### src/rtl/dec_syndrome.sv
// RS decoder front end: accumulates the RS_PAR_LEN syndromes S_j = c(alpha^j) of one
// codeword with a per-beat Horner chain, then offers them downstream via valid/ready.
module dec_syndrome #(
   parameter int                   EGF_ORDER   = 8,
   parameter logic [EGF_ORDER-1:0] EGF_PRI_POL = 8'h1D,
   parameter int                   RS_MES_LEN  = 239,
   parameter int                   RS_PAR_LEN  = 16,
   parameter int                   DEC_SYM_NUM = 4
) (
   input  logic                              clk,
   input  logic                              rst,
   input  logic                              in_valid,
   output logic                              in_ready,
   input  logic [DEC_SYM_NUM*EGF_ORDER-1:0]  in_data,
   output logic                              syn_valid,
   input  logic                              syn_ready,
   output logic [RS_PAR_LEN*EGF_ORDER-1:0]   syn_data,
   output logic                              syn_zero
);

   // Handshakes: a beat moves when in_valid && in_ready; the syndrome vector moves
   // when syn_valid && syn_ready, and stays stable while syn_valid is high.

   localparam int N_LEN = RS_MES_LEN + RS_PAR_LEN;
   localparam int H_LEN = N_LEN % DEC_SYM_NUM;
   localparam int B_NUM = (N_LEN + DEC_SYM_NUM - 1) / DEC_SYM_NUM;
   localparam int CW    = $clog2(B_NUM + 1);

   localparam logic [CW-1:0] LAST_CNT = CW'(B_NUM - 1);

   localparam logic [1:0] SYN_HAL = 2'd0;
   localparam logic [1:0] SYN_FUL = 2'd1;
   localparam logic [1:0] SYN_OUT = 2'd2;

   function automatic logic [EGF_ORDER-1:0] gf_mul(input logic [EGF_ORDER-1:0] a,
                                                   input logic [EGF_ORDER-1:0] b);
      logic [EGF_ORDER-1:0] p;
      logic [EGF_ORDER-1:0] x;
      p = '0;
      x = a;
      for (int i = 0; i < EGF_ORDER; i++) begin
         if (b[i]) p = p ^ x;
         x = {x[EGF_ORDER-2:0], 1'b0} ^ (x[EGF_ORDER-1] ? EGF_PRI_POL : '0);
      end
      return p;
   endfunction

   function automatic logic [EGF_ORDER-1:0] alpha_pow(input int j);
      logic [EGF_ORDER-1:0] p;
      p = EGF_ORDER'(1);
      for (int i = 0; i < j; i++) p = gf_mul(p, EGF_ORDER'(2));
      return p;
   endfunction

   function automatic logic [DEC_SYM_NUM-1:0] half_mask();
      logic [DEC_SYM_NUM-1:0] m;
      for (int k = 0; k < DEC_SYM_NUM; k++) m[k] = (H_LEN == 0) || (k < H_LEN);
      return m;
   endfunction

   // Lane DEC_SYM_NUM-1 is the earliest symbol, so the chain runs from the top lane down.
   function automatic logic [EGF_ORDER-1:0] horner(input logic [EGF_ORDER-1:0]             acc_in,
                                                   input logic [DEC_SYM_NUM*EGF_ORDER-1:0] data,
                                                   input logic [DEC_SYM_NUM-1:0]           en,
                                                   input logic [EGF_ORDER-1:0]             coef);
      logic [EGF_ORDER-1:0] acc;
      acc = acc_in;
      for (int k = DEC_SYM_NUM - 1; k >= 0; k--) begin
         if (en[k]) acc = gf_mul(acc, coef) ^ data[k*EGF_ORDER +: EGF_ORDER];
      end
      return acc;
   endfunction

   localparam logic [DEC_SYM_NUM-1:0] HALF_MASK = half_mask();

   logic [1:0]                                 state_q, state_d;
   logic [CW-1:0]                              cnt_q, cnt_d;
   logic [RS_PAR_LEN-1:0][EGF_ORDER-1:0]       syn_q, syn_d;
   logic                                       zero_q, zero_d;
   logic                                       load;
   logic                                       hal;
   logic [DEC_SYM_NUM-1:0]                     lane_en;

   assign hal     = (state_q == SYN_HAL);
   assign lane_en = hal ? HALF_MASK : '1;

   // Beat 0 starts from a zero accumulator, so unused upper lanes of a half beat are skipped.
   for (genvar j = 0; j < RS_PAR_LEN; j++) begin : g_syn
      localparam logic [EGF_ORDER-1:0] COEF = alpha_pow(j);
      assign syn_d[j] = horner(hal ? '0 : syn_q[j], in_data, lane_en, COEF);
   end

   always_comb begin
      state_d = state_q;
      cnt_d   = cnt_q;
      zero_d  = zero_q;
      load    = 1'b0;
      case (state_q)
         SYN_HAL: begin
            if (in_valid) begin
               load  = 1'b1;
               cnt_d = CW'(1);
               if (B_NUM == 1) begin
                  state_d = SYN_OUT;
                  zero_d  = ~|syn_d;
               end else begin
                  state_d = SYN_FUL;
               end
            end
         end
         SYN_FUL: begin
            if (in_valid) begin
               load  = 1'b1;
               cnt_d = cnt_q + 1'b1;
               if (cnt_q == LAST_CNT) begin
                  state_d = SYN_OUT;
                  zero_d  = ~|syn_d;
               end
            end
         end
         SYN_OUT: begin
            if (syn_ready) begin
               state_d = SYN_HAL;
               cnt_d   = '0;
               zero_d  = 1'b0;
            end
         end
         default: begin
            state_d = SYN_HAL;
            cnt_d   = '0;
            zero_d  = 1'b0;
         end
      endcase
   end

   always_ff @(posedge clk) begin
      if (rst) begin
         state_q <= SYN_HAL;
         cnt_q   <= '0;
         syn_q   <= '0;
         zero_q  <= 1'b0;
      end else begin
         state_q <= state_d;
         cnt_q   <= cnt_d;
         zero_q  <= zero_d;
         if (load) syn_q <= syn_d;
      end
   end

   assign in_ready  = (state_q != SYN_OUT);
   assign syn_valid = (state_q == SYN_OUT);
   assign syn_data  = syn_q;
   assign syn_zero  = zero_q;

endmodule

### config.mk
export PLATFORM = sky130hd
export DESIGN_NAME = dec_syndrome
export DESIGN_NICKNAME = d
export VERILOG_FILES = /design/src/rtl/dec_syndrome.sv
export SDC_FILE = /design/constraint.sdc
export NUM_CORES = 1
export LEC_CHECK = 0
export CAP_MARGIN = 25
export CORE_ASPECT_RATIO = 1.4
export CORE_MARGIN = 5
export CORE_UTILIZATION = 41
export CTS_BUF_LIST = sky130_fd_sc_hd__clkbuf_4 sky130_fd_sc_hd__clkbuf_8 sky130_fd_sc_hd__clkbuf_16
export CTS_CLUSTER_SIZE = 14
export DETAILED_ROUTE_END_ITERATION = 12
export HOLD_SLACK_MARGIN = 0.05
export MAX_ROUTING_LAYER = met4
export PLACE_DENSITY = 0.62
export SLEW_MARGIN = 5
export SYNTH_ARGS = -nofsm -noshare
export SYNTH_HDL_FRONTEND = slang
export SYNTH_SLANG_ARGS = --single-unit
### constraint.sdc
create_clock -name clk -period 5.2 [get_ports clk]
set_input_delay 1.04 -clock clk [delete_from_list [all_inputs] [get_ports clk]]
set_output_delay 1.04 -clock clk [all_outputs]
set_load 0.05 [all_outputs]
==> out/results.ini, run 1 <==
[die]
initial_core_util = 0.412
die_y_um = 275
ios = 167
fp.dieW_um = 199
dieArea_mm2 = 0.0548
core_mm2 = 0.0499
rows = 97

[clock_network]
cts-root-buf = clkbuf_16
cts.repair.resized = 0
path_clk_slew_ns = 0.08
clk_latency_ns = 0.49
cts_tree = done
clock_path_buffers = 2
clkSinkCount = 138
cts_buffers = 17
h-tree-depth = 4
post_cts_buffers = 0
hold_buffers = 0

[critical_path]
timing.critical_path.buf_inv = 2
slowest_delay_ns = 0.50
critPathKind = primary input to flip-flop
ff2ff_setup_slack_ns = 0.51
rr_startpoint = state_q[1]
cp.required_ns = 5.59
r2r_cells = 13
endpoint_kind = flip-flop
cp_common_cell = xnor3_1
crit_fanout = 7
worstPathArrival_ns = 5.45
crit_path_top_delay_cell = xnor3_1
r2r_end = syn_zero
critPathTopFamily = XOR/XNOR gates
start_kind = primary input
worstSetupStartpoint = in_data[31]
path_cells = buf_2 -> xor2_4 -> xnor3_1 -> xnor2_1 -> xnor3_1 -> buf_4 -> and2_0 -> mux2i_1 -> xnor2_1 -> xnor3_2 -> xnor3_1 -> nor3_1 -> nand4_1 -> a2111o_1 -> o41ai_2

[yosys]
synth-compound-area-share = 0.0588
synth_area_per_cell_um2 = 8.66
postSynthNetCount = 2409
ys_types = 61
synth_top_family_by_area = XOR/XNOR gates
ys.flop_type = dfxtp_1
synth_edf_count = 0
synthArstFlopShare = 0
synth_cells = 2372
yosys.area.top_type_share = 0.390
synth_fa_ha_area_frac = 0.000609
synth_area_leaders = xnor2_1 (39%), dfxtp_1 (13%), xor2_1 (12%)
yosys_warnings = 0
ys_seq_area_frac = 0.134
synth_xor_area_frac = 0.651
syn_area_mm2 = 0.0205
ys_ff_latch = 138
post_synth_and_or_nand_nor_area_fraction = 0.111
synth.largest_area_cell = xnor2_1
synthMuxAreaShare = 0.00938

[global_route]
met1_usage = 0.349
busiest_layer = met2
grt_pass1_vias = 18600
grt.total_usage = 0.318
antenna_found_initial = 0
grt_pass1_wl_mm = 124
grt_max_degree = 171
grt_remaining_overflow = 0
gr-usage-met3 = 0.0386
met2_usage = 0.561

[sta]
rsz0062_at_grt = no
setup_ws_ns = 0.149
worst_slew_pin_slew_ns = 0.923
timing.fmax_mhz = 198
maxSlewViolCount = 0
final.min_clock_period_ns = 5.05
fin_crit_sh = 0.971
slew_headroom = 0.385
hold_violations = 0
skew_ns = 0.0210
finalSetupViolCount = 0
whs_ns = 0.478

[route]
wl_mm = 85.4
drc_errors = 0
first_pass_iters = 5
post_drt_wl_per_cell_um = 24.5
drtAntennaViolNets = 0
vias_per_cell = 5.13
drt-initial-drc-count = 1060
num_vias = 17900

[cells_and_area]
fillCellCount = 4738
layout-drive-gt1-share = 0.180
antennaDiodeCount = 0
layout.nets = 2873
area_growth_pct = 29.1
final_area_mm2 = 0.0265

[status]
status = finished, final reports clean

[hold_path]
min_path_cells = 2
min_path_type = flip-flop to flip-flop
min_to = cnt_q[1]
hold_start = cnt_q[1]

[placement]
port_buffers = 166
place_ws_ns = -0.529
hpwl_mm = 69.6
dpl-instance-area_mm2 = 0.0258
routabilityCongestion = 1.04

[job]
cap_viol_max_count = 0

[tightest hold or removal path: stages (launching register included)]
cell and delay [ns]:
dfxtp_1 0.32, nand2_1 0.06, a21oi_1 0.05
[state kept, by name, indices dropped and copies added, names as in the netlist]
register	flops
syn_zero	1
state_q	2
cnt_q	7
syn_data	128
[cells in the mapped netlist, types with 12 or more instances]
cell / instances
a211oi_1: 55
nand3_1: 16
dfxtp_1: 138
o21ai_0: 25
xor3_1: 17
buf_2: 45
nor2_1: 254
xor2_1: 275
xnor3_1: 100
a21oi_1: 81
xnor2_1: 914
nand2_1: 156
nor3_1: 25
nand4_1: 12
xnor2_2: 12
buf_1: 20
clkbuf_1: 91
mux2i_1: 17
[kinds of logic (layout without fill, tap and decap cells)]
kind of cell / count (synthesis) / in the layout
adder cells (fa/ha/maj): 1 / 1
flip-flops: 138 / 138
AND/OR/NAND/NOR: 532 / 532
AO/OA/AOI/OAI: 194 / 194
XOR/XNOR: 1323 / 1323
buffers and inverters: 166 / 642
multiplexers: 18 / 18
[metal layers]
layer	routed length, µm	vias to the layer above
li1	-	8504
met1	33300	8683
met2	43500	522
met3	3320	184
met4	5290	0
met5	0	-
[layout by cell type (no fill, tap or decap), types with 14 or more instances in the layout]
cell type        synthesis  final
a211oi_1                55     55
a21oi_1                 81     81
buf_12                   0     16
buf_4                    4    427
clkbuf_16                0     17
clkdlybuf4s50_1          0    157
dfxtp_1                138    138
mux2i_1                 17     17
nand2_1                156    156
nand3_1                 16     16
nor2_1                 254    254
nor3_1                  25     25
o21ai_0                 25     25
xnor2_1                914    912
xnor2_2                 12     14
xnor3_1                100    100
xor2_1                 275    274
xor3_1                  17     17
[worst max-delay path by stage]
stage | cells after the start | to
global route | 14 | syn_zero
finish | 15 | syn_zero
CTS | 14 | syn_zero
detailed placement | 14 | syn_zero
global placement | 14 | syn_zero
floorplan | 13 | syn_zero
[layout make-up]
| class | count | area [µm²] | share of cell area |
|---|---|---|---|
| clock buffer | 17 | 425 | 0.0160 |
| sequential | 138 | 2760 | 0.104 |
| multi-input combinational | 2068 | 17100 | 0.645 |
| clock inverter | 14 | 268 | 0.0101 |
| inverter | 3 | 11.3 | 0.000425 |
| timing repair buffer | 608 | 5140 | 0.194 |
| tap | 643 | 805 | 0.0303 |
[stage by stage]
stage | cells | setup TNS, ns | util
2_1_floorplan | 2372 | 0 | -
3_3_place_gp | 3460 | -0.413 | 0.517
3_5_place_dp | 3460 | -0.529 | 0.517
4_1_cts | 3491 | 0 | 0.531
5_1_grt | 3491 | 0 | 0.532
6_report | 3491 | 0 | 0.532
Power of run 1 is not shown: default switching activity piles up to over one toggle a cycle in this logic, so the estimate is an artifact.
==> run 2: changes to the inputs <==
- CORE_MARGIN: 5 -> default
==> out/results.ini, run 2 (synthesized netlist as in run 1, its figures left out) <==
[critical_path]
cp_common_cell = buf_4  ; was xnor3_1
critPathTopFamily = buffers and inverters  ; was XOR/XNOR gates
start_kind = primary input  ; unchanged
slowest_delay_ns = 0.63  ; was 0.50 ns
crit_path_top_delay_cell = clkdlybuf4s50_1  ; was xnor3_1
path_cells = clkdlybuf4s50_1 -> buf_4 -> buf_4 -> xnor2_1 -> buf_4 -> xor2_1 -> buf_4 -> xnor2_1 -> xnor2_1 -> xnor2_1 -> nand4b_1 -> nor4_4 -> buf_4 -> nand4_1 -> or4_1 -> o41ai_2  ; was buf_2 -> xor2_4 -> xnor3_1 -> xnor2_1 -> xnor3_1 -> buf_4 -> and2_0 -> mux2i_1 -> xnor2_1 -> xnor3_2 -> xnor3_1 -> nor3_1 -> nand4_1 -> a2111o_1 -> o41ai_2
timing.critical_path.buf_inv = 6  ; was 2
cp.required_ns = 5.60  ; was 5.59 ns
endpoint_kind = flip-flop  ; unchanged
worstPathArrival_ns = 5.35  ; was 5.45 ns
crit_fanout = 6  ; was 7
critPathKind = primary input to flip-flop  ; unchanged

[sta]
final.min_clock_period_ns = 4.96  ; was 5.05 ns
slew_headroom = 0.374  ; was 0.385
finalSetupViolCount = 0  ; unchanged
timing.fmax_mhz = 202  ; was 198 MHz
fin_crit_sh = 0.953  ; was 0.971
worst_slew_pin_slew_ns = 0.933  ; was 0.923 ns
hold_violations = 0  ; unchanged
skew_ns = 0.0155  ; was 0.0210 ns
setup_ws_ns = 0.244  ; was 0.149 ns
maxSlewViolCount = 0  ; unchanged
rsz0062_at_grt = no  ; unchanged

[cells_and_area]
seq_area_mm2 = 0.00276  ; unchanged
layout-drive-gt1-share = 0.169  ; was 0.180
multiInputGateArea_mm2 = 0.0171  ; unchanged
fillCellCount = 4701  ; was 4738
largest_reg_flops = 128  ; unchanged
area_growth_pct = 27.7  ; was 29.1%
layout.nets = 2835  ; was 2873
mostFrequentLayoutCells = xnor2_1 (913), buf_4 (380), xor2_1 (275)  ; was xnor2_1 (912), buf_4 (427), xor2_1 (274)
final_common_cell = xnor2_1  ; unchanged
antennaDiodeCount = 0  ; unchanged

[clock_network]
clkSinkCount = 138  ; unchanged
path_clk_slew_ns = 0.08  ; about the same
cts-root-buf = clkbuf_16  ; unchanged
cts_buffers = 17  ; unchanged
clock_path_buffers = 2  ; unchanged
h-tree-depth = 4  ; unchanged
hold_buffers = 0  ; unchanged
cts_tree = done  ; unchanged
clk_latency_ns = 0.48  ; was 0.49 ns

[die]
dieArea_mm2 = 0.0510  ; was 0.0548 mm²
initial_core_util = 0.417  ; was 0.412
fp.dieW_um = 191  ; was 199 µm
core_mm2 = 0.0492  ; was 0.0499 mm²
rows = 96  ; was 97
ios = 167  ; unchanged
die_y_um = 267  ; was 275 µm

[global_route]
grt_remaining_overflow = 0  ; unchanged
grt_max_degree = 171  ; unchanged
grt.total_usage = 0.341  ; was 0.318
antenna_found_initial = 0  ; unchanged
grt_pass1_vias = 18500  ; was 18600
grt_pass1_wl_mm = 122  ; was 124 mm

[route]
drtAntennaViolNets = 0  ; unchanged
drt-initial-drc-count = 990  ; was 1060
drc_errors = 0  ; unchanged
first_pass_iters = 5  ; unchanged
post_drt_wl_per_cell_um = 24.3  ; was 24.5 µm
num_vias = 17800  ; was 17900
wl_mm = 83.7  ; was 85.4 mm
vias_per_cell = 5.18  ; was 5.13

[status]
status = finished, final reports clean  ; unchanged

[hold_path]
min_path_type = flip-flop to flip-flop  ; unchanged

[placement]
port_buffers = 166  ; unchanged
place_ws_ns = -0.402  ; was -0.529 ns
routabilityCongestion = 1.04  ; about the same
hpwl_mm = 67.9  ; was 69.6 mm

[job]
cap_viol_max_count = 0  ; unchanged

[run 2: cell types whose count changed in the layout (fill, tap and decap cells not counted)]
cell | before | now
clkinv_2 | 1 | 4
clkinv_4 | 4 | 1
xor2_2 | 3 | 2
xnor2_1 | 912 | 913
nor4_4 | 0 | 1
buf_12 | 16 | 25
clkinvlp_4 | 0 | 6
nor4_1 | 9 | 8
xnor2_2 | 14 | 13
bufinv_16 | 7 | 2
buf_4 | 427 | 380
xor2_1 | 274 | 275
[run 2: worst paths after layout]
| kind | start | endpoint | slack (ns) | depth (start not counted) |
|---|---|---|---|---|
| setup / recovery | in_data[16] | syn_zero | 0.24 | 16 |
| hold reg to reg | cnt_q[1] | cnt_q[1] | 0.49 | 2 |
| hold / removal | cnt_q[1] | cnt_q[1] | 0.49 | 2 |
| setup reg to reg | state_q[0] | syn_zero | 0.35 | 13 |
[run 2: cell type report]
type                       count  share of cell area
clock buffer                  17              0.0162
clock inverter                15             0.00577
inverter                       3            0.000429
multi-input combinational   2068               0.653
sequential                   138               0.105
tap                          637              0.0304
timing repair buffer         570               0.189
[run 2: timing repair]
item,in CTS,in global routing
setup endpoints to repair,0,1
endpoints found under the hold margin,0,0
resized for setup,0,3
setup buffers,0,0
[run 2: worst min-delay path, stage by stage (launching register included)]
cell	delay, ns
dfxtp_1	0.33
nand2_1	0.06
a21oi_1	0.05
[run 2: stage by stage]
step | hold slack [ns] | util | instances | setup TNS [ns] | cell area, µm²
global placement | 0.460 | 0.520 | 3416 | -0.530 | 25600
floorplan | 0.454 | - | 2372 | 0 | 20500
CTS | 0.488 | 0.532 | 3448 | 0 | 26200
finish | 0.486 | 0.533 | 3448 | 0 | 26200
global route | 0.509 | 0.533 | 3448 | 0 | 26200
detailed placement | 0.479 | 0.520 | 3416 | -0.402 | 25600
[run 2: per-layer routing]
metal  share of wire  wire length [µm]  GRT usage  up-vias
met5               0                 0          -        -
met4           0.072              6020      0.220        0
met3           0.046              3830     0.0473      226
met2            0.49             41200      0.575      575
met1            0.39             32600      0.375     8620
li1                -                 -          -     8427
Power of run 2 is left out for the same reason.
